===== config.mk =====
export PLATFORM = sky130hd
export DESIGN_NAME = imem_prog_loader
export DESIGN_NICKNAME = d
export VERILOG_FILES = /design/src/rtl/imem_prog_loader_pkg.sv /design/src/rtl/imem_prog_loader_bwa.sv /design/src/rtl/imem_prog_loader.sv
export SDC_FILE = /design/constraint.sdc
export NUM_CORES = 1
export LEC_CHECK = 0
export ABC_AREA = 1
export CORE_ASPECT_RATIO = 1.75
export CORE_UTILIZATION = 40
export DETAILED_ROUTE_END_ITERATION = 8
export PLACE_DENSITY = 0.63
export REMOVE_ABC_BUFFERS = 1
export SLEW_MARGIN = 20
export SYNTH_ARGS = -nofsm -noshare
export SYNTH_HDL_FRONTEND = slang
export SYNTH_HIERARCHICAL = 1
export SYNTH_SLANG_ARGS = --single-unit
export TNS_END_PERCENT = 100

===== constraint.sdc =====
create_clock -name clk -period 5.2 [get_ports clk]
set_input_delay 0.78 -clock clk [delete_from_list [all_inputs] [get_ports clk]]
set_output_delay 0.78 -clock clk [all_outputs]
set_load 0.1 [all_outputs]

===== src/rtl/imem_prog_loader_pkg.sv =====
`default_nettype none
// ============================================================================
// Module      : imem_loader_pkg
// Description : Shared constants for the instruction-memory program loader:
//               FSM state encoding, word geometry and header validation.
// Revision    : 1.0 - initial release
// ============================================================================
package imem_loader_pkg;

    // Bytes per instruction word; every stream field is one little-endian word.
    localparam int BYTES_PER_WORD = 4;

    // FSM state encoding. The header is two fields in a fixed order:
    // start address first (ST_HDR_ADDR), then word count (ST_HDR_CNT).
    localparam int STATE_W = 3;
    typedef logic [STATE_W-1:0] state_t;

    localparam state_t ST_HDR_ADDR = 3'd0;
    localparam state_t ST_HDR_CNT  = 3'd1;
    localparam state_t ST_DATA     = 3'd2;
    localparam state_t ST_WRITE    = 3'd3;
    localparam state_t ST_DONE     = 3'd4;
    localparam state_t ST_ERR      = 3'd5;

    // Header is acceptable when the start address is word aligned and the
    // count is in 1..max_words (count compared at full 32 bits).
    function automatic logic hdr_valid(input logic [31:0] start,
                                       input logic [31:0] count,
                                       input logic [31:0] max_words);
        return (start[1:0] == 2'b00) && (count != 32'd0) && (count <= max_words);
    endfunction

endpackage
`default_nettype wire


===== src/rtl/imem_prog_loader_bwa.sv =====
`default_nettype none
// ============================================================================
// Module      : byte_word_assembler
// Description : Collects four stream bytes into one little-endian 32-bit word
//               and flags the byte that completes it.
// Revision    : 1.0 - initial release
// ============================================================================
module byte_word_assembler
    import imem_loader_pkg::*;
(
    input  logic        clk,
    input  logic        rst,
    input  logic        i_clear,
    input  logic        i_byte_en,
    input  logic [7:0]  i_byte,
    output logic [31:0] o_word,
    output logic        o_word_complete
);

    localparam logic [1:0] c_last_byte = 2'(BYTES_PER_WORD - 1);

    logic [1:0]  r_cnt;
    // Only the three earlier bytes need storage; the fourth arrives live.
    logic [23:0] r_shift;

    // Byte counter and little-endian shift register; clear wins over a byte.
    always_ff @(posedge clk or posedge rst) begin
        if (rst) begin
            r_cnt   <= 2'd0;
            r_shift <= 24'd0;
        end else if (i_clear) begin
            r_cnt   <= 2'd0;
        end else if (i_byte_en) begin
            r_cnt   <= r_cnt + 2'd1;
            r_shift <= {i_byte, r_shift[23:8]};
        end
    end

    // Completed word is presented in the same cycle as its last byte.
    always_comb begin
        o_word          = {i_byte, r_shift};
        o_word_complete = i_byte_en && !i_clear && (r_cnt == c_last_byte);
    end

endmodule
`default_nettype wire


===== src/rtl/imem_prog_loader.sv =====
`default_nettype none
// ============================================================================
// Module      : imem_prog_loader
// Description : Turns a byte stream (start address, word count, words) into
//               instruction-memory writes and holds the core in setup until
//               a complete, valid image has been written.
// Revision    : 1.0 - initial release
// ============================================================================
module imem_prog_loader
    import imem_loader_pkg::*;
#(
    parameter int          MAX_WORDS = 1024,
    parameter logic [31:0] RESET_PC  = 32'h0
) (
    input  logic        clk,
    input  logic        rst,
    input  logic [7:0]  i_byte,
    input  logic        i_byte_valid,
    output logic        o_byte_ready,
    input  logic        i_reload,
    output logic        o_setup,
    output logic        o_imem_we,
    output logic [31:0] o_imem_addr,
    output logic [31:0] o_imem_data,
    output logic [31:0] o_pc_start,
    output logic        o_done,
    output logic        o_error
);

    localparam int          K_W         = $clog2(MAX_WORDS + 1);
    localparam logic [31:0] c_max_words = 32'(MAX_WORDS);

    state_t         r_state;
    state_t         w_next;
    logic [31:0]    r_start;
    logic [31:0]    r_count;
    logic [K_W-1:0] r_k;

    logic           w_xfer;
    logic           w_reload;
    logic [31:0]    w_word;
    logic           w_word_done;
    logic [31:0]    w_k_ext;
    logic [31:0]    w_addr;
    logic           w_last_word;

    // Transfer qualification, reload gating and write address arithmetic.
    always_comb begin
        w_xfer      = i_byte_valid && o_byte_ready;
        w_reload    = i_reload && ((r_state == ST_DONE) || (r_state == ST_ERR));
        w_k_ext     = {{(32-K_W){1'b0}}, r_k};
        w_addr      = r_start + (w_k_ext << 2);
        w_last_word = (w_k_ext == (r_count - 32'd1));
    end

    byte_word_assembler u_bwa (
        .clk             (clk),
        .rst             (rst),
        .i_clear         (w_reload),
        .i_byte_en       (w_xfer),
        .i_byte          (i_byte),
        .o_word          (w_word),
        .o_word_complete (w_word_done)
    );

    // State register.
    always_ff @(posedge clk or posedge rst) begin
        if (rst) begin
            r_state <= ST_HDR_ADDR;
        end else begin
            r_state <= w_next;
        end
    end

    // Next-state logic.
    always_comb begin
        w_next = r_state;
        case (r_state)
            ST_HDR_ADDR: if (w_word_done) w_next = ST_HDR_CNT;
            ST_HDR_CNT:  if (w_word_done) w_next = hdr_valid(r_start, w_word, c_max_words)
                                                 ? ST_DATA : ST_ERR;
            ST_DATA:     if (w_word_done) w_next = ST_WRITE;
            ST_WRITE:    w_next = w_last_word ? ST_DONE : ST_DATA;
            ST_DONE,
            ST_ERR:      if (w_reload) w_next = ST_HDR_ADDR;
            default:     w_next = ST_HDR_ADDR;
        endcase
    end

    // Header fields and word index.
    always_ff @(posedge clk or posedge rst) begin
        if (rst) begin
            r_start <= 32'd0;
            r_count <= 32'd0;
            r_k     <= '0;
        end else begin
            if ((r_state == ST_HDR_ADDR) && w_word_done) begin
                r_start <= w_word;
            end
            if ((r_state == ST_HDR_CNT) && w_word_done) begin
                r_count <= w_word;
                r_k     <= '0;
            end
            if ((r_state == ST_WRITE) && !w_last_word) begin
                r_k     <= r_k + K_W'(1);
            end
        end
    end

    // Registered outputs, derived from the state being entered so that each
    // takes effect in the same cycle as that state.
    always_ff @(posedge clk or posedge rst) begin
        if (rst) begin
            o_byte_ready <= 1'b0;
            o_setup      <= 1'b1;
            o_imem_we    <= 1'b0;
            o_imem_addr  <= 32'd0;
            o_imem_data  <= 32'd0;
            o_pc_start   <= RESET_PC;
            o_done       <= 1'b0;
            o_error      <= 1'b0;
        end else begin
            o_byte_ready <= (w_next == ST_HDR_ADDR) || (w_next == ST_HDR_CNT) ||
                            (w_next == ST_DATA);
            o_imem_we    <= (w_next == ST_WRITE);
            o_setup      <= (w_next != ST_DONE);
            o_done       <= (w_next == ST_DONE);
            o_error      <= (w_next == ST_ERR);
            if (w_next == ST_WRITE) begin
                o_imem_addr <= w_addr;
                o_imem_data <= w_word;
            end
            if ((r_state == ST_WRITE) && (w_next == ST_DONE)) begin
                o_pc_start <= r_start;
            end
        end
    end

endmodule
`default_nettype wire


==> results.json <==
{
  "status": "finished, final reports clean",
  "worstSetupEndpointType": "register",
  "synth_ff_type": "dfrtp_1",
  "portBuffers": 112,
  "yosysWarnings": 6,
  "tns_ns": 0,
  "ys_seq_elements": 205,
  "hold_viol": 0,
  "power_frac_comb": 0.416,
  "wl_um": 32700,
  "grt_first_pass_wirelength_um": 51700,
  "hold_class": "register to register",
  "core_area_mm2": 0.0272,
  "p_switching_mw": 3.13,
  "rows": 80,
  "p_clk_frac": 0.213,
  "synth.top_cells.by_area": "dfrtp_1 (46%), nand2_1 (17%), o21ai_0 (5.7%)",
  "critPathRequiredTime_ns": 5.63,
  "period_needed_ns": 3.50,
  "crit_chain": "inv_1 -> ha_1 -> nand2_1 -> nor2_2 -> nand2_1 -> o21ai_1 -> nand2_1 -> nor2_1 -> nand2_1 -> nor2_1 -> nand3_1 -> nand2_1 -> nand3_1 -> nand2_1",
  "startpoint_type": "register",
  "synth_cells": 1477,
  "htreeDepth": 1,
  "fin_crit_sh": 0.673,
  "synth_area_mm2": 0.0111,
  "seqPwrFrac": 0.371,
  "synth_common_cells": "nand2_1 (498), dfrtp_1 (204), inv_1 (139), nor2_1 (128), o21ai_0 (127)",
  "die_y_um": 222,
  "clock_path_buffers": 3,
  "postRouteAntennaNets": 0,
  "max_freq_ghz": 0.286,
  "crit_path_top_delay_cell": "nand2_1",
  "cp_slowest_stage_delay_ns": 0.60,
  "antenna_found_initial": 0,
  "critical_path_peak_fanout": 12,
  "p_leak_nw": 6.52,
  "synth_most_common_cell": "nand2_1",
  "clock_skew_ns": 0.0210,
  "path_clk_slew_ns": 0.06,
  "ios": 113,
  "cts-root-buf": "clkbuf_16",
  "dr_total_vias": 9829,
  "post_cts_resized": 0,
  "synth_async_sr_flop_share": 1.00,
  "cp_num_buf_inv": 1,
  "r2r_slack_ns": 1.70,
  "remaining_drc_errors": 0,
  "cts_hold_buf": 0,
  "grt_max_degree": 91,
  "ir_worst_vdd_v": 0.000217,
  "antenna-diode-count": 0,
  "setup_viol": 0,
  "hpwl_um": 25200,
  "clk_latency_ns": 0.51,
  "relSlewSlack": 0.335,
  "postPlaceCellArea_mm2": 0.0124,
  "critPathKind": "register to register",
  "r2r_cells": 14,
  "arrival_ns": 3.93,
  "netSwitchingFraction": 0.459,
  "synth_top_area_frac": 0.460,
  "nNetsFinal": 1585,
  "grt_pass1_vias": 9608,
  "power_density_mw_per_mm2": 522,
  "r2r_start": "r_count[0]",
  "crit_family": "simple AND/OR/NAND/NOR gates",
  "firstDrtPassIters": 5,
  "area_growth_pct": 17.7,
  "worst_pin_slew_ns": 0.995,
  "die_w_um": 128,
  "vias_per_cell": 5.06,
  "cts_made_buffers": 20,
  "die_area_mm2": 0.0284,
  "crit_path_frequent_cell": "nand2_1",
  "drt_iter0_drc": 664,
  "cts_tree": "done",
  "wire_per_inst_um": 16.8,
  "rsz0062_at_grt": "false",
  "synth_largest_area_cell": "dfrtp_1",
  "synth_edf_count": 0,
  "drive_gt1_frac": 0.0655,
  "place_congestion": 0.957,
  "final_core_util": 0.480,
  "p_int_mw": 3.69,
  "synth_cell_type_count": 44,
  "timing.critical_path.to": "r_k[0]",
  "avgSynthCellArea_um2": 7.51,
  "slew_viol_final": 0,
  "synth.yosys.seq_area_share": 0.462,
  "cts_sinks": 205,
  "cap_violations": 0,
  "grt_usage": 0.235,
  "cts_setup_buffers": 0,
  "cp-startpoint": "r_count[0]",
  "crit_cells": 14,
  "design_area_mm2": 0.0131,
  "start_util": 0.408,
  "grt_overflow": 0,
  "r2r_end": "r_k[0]"
}
## registers in the layout (all words and copies together), names as in the netlist
| signal | count |
|---|---|
| o_imem_data | 32 |
| u_bwa/r_cnt | 2 |
| o_done | 1 |
| o_byte_ready | 1 |
| o_imem_addr | 32 |
| o_setup | 1 |
| o_pc_start | 32 |
| r_state | 3 |
| u_bwa/r_shift | 24 |
| o_error | 1 |
| r_k | 11 |
| o_imem_we | 1 |
| r_count | 32 |
| r_start | 32 |
## worst min-delay path, delay by kind of cell (launching register included)
| family | cells | cell delay (ns) |
|---|---|---|
| DFF | 1 | 0.34 |
| and+or+nand+nor | 2 | 0.09 |
## cells in the final DEF, fill, tap and decap left out, types with 20 or more instances in the layout
| cell | instances |
|---|---|
| clkbuf_16 | 20 |
| clkdlybuf4s50_1 | 112 |
| dfrtp_1 | 204 |
| inv_1 | 136 |
| nand2_1 | 497 |
| nand2_2 | 28 |
| nand3_1 | 92 |
| nand4_1 | 61 |
| nor2_1 | 127 |
| o21ai_0 | 127 |
## final cells by class
class,count,area (um^2)
Clock buffer,27,577
Clock inverter,9,87.6
Fill cell,2827,14200
Sequential cell,205,5130
Inverter,141,538
Multi-Input combinational cell,1068,5070
Tap cell,369,462
Timing Repair Buffer,122,1200
## worst min-delay path by stage
stage | slack, ns | cells after the start | from | end
finish | 0.47 | 2 | o_pc_start[30] | o_pc_start[30]
detailed placement | 0.46 | 2 | o_pc_start[11] | o_pc_start[11]
CTS | 0.47 | 2 | o_pc_start[30] | o_pc_start[30]
global route | 0.48 | 2 | o_pc_start[7] | o_pc_start[7]
global placement | 0.45 | 2 | o_pc_start[27] | o_pc_start[27]
floorplan | 0.45 | 2 | u_bwa/r_cnt[1] | u_bwa/r_cnt[1]
## power groups by stage
| stage | logic [mW] | registers [mW] | clock network (mW) |
|---|---|---|---|
| floorplan | 2.06 | 2.39 | 0 |
| global placement | 2.79 | 2.54 | 0 |
| detailed placement | 2.83 | 2.54 | 0 |
| CTS | 2.85 | 2.52 | 1.49 |
| global route | 3.25 | 2.58 | 1.55 |
| finish | 2.84 | 2.53 | 1.45 |
## per-stage QoR
stage	power, mW	hold slack (ns)	cells	setup WS, ns
after CTS	6.85	0.474	1941	1.70
after global placement	5.33	0.454	1905	1.65
final	6.82	0.469	1941	1.70
after floorplan	4.44	0.446	1414	-0.437
after global routing	7.37	0.483	1941	1.32
after detailed placement	5.38	0.458	1905	1.57
## per-layer routing
metal | vias up | GRT usage | wire (um) | part of all wire
li1 | 4886 | - | - | -
met5 | - | 0 | 0 | 0
met3 | 73 | 0.0185 | 930 | 0.028
met1 | 4646 | 0.263 | 12700 | 0.39
met4 | 0 | 0.110 | 1540 | 0.047
met2 | 224 | 0.441 | 17500 | 0.54
## logic make-up after synthesis
| group | count (synthesis) | share of synthesized area |
|---|---|---|
| and+or+nand+nor | 857 | 0.336 |
| DFF | 205 | 0.462 |
| AOI/OAI and AO/OA | 164 | 0.0759 |
| xor gates and xnor gates | 32 | 0.0253 |
| adders and majority gates | 15 | 0.0176 |
| buffers and inverters | 204 | 0.0834 |
(Power assumes the default switching activity.)
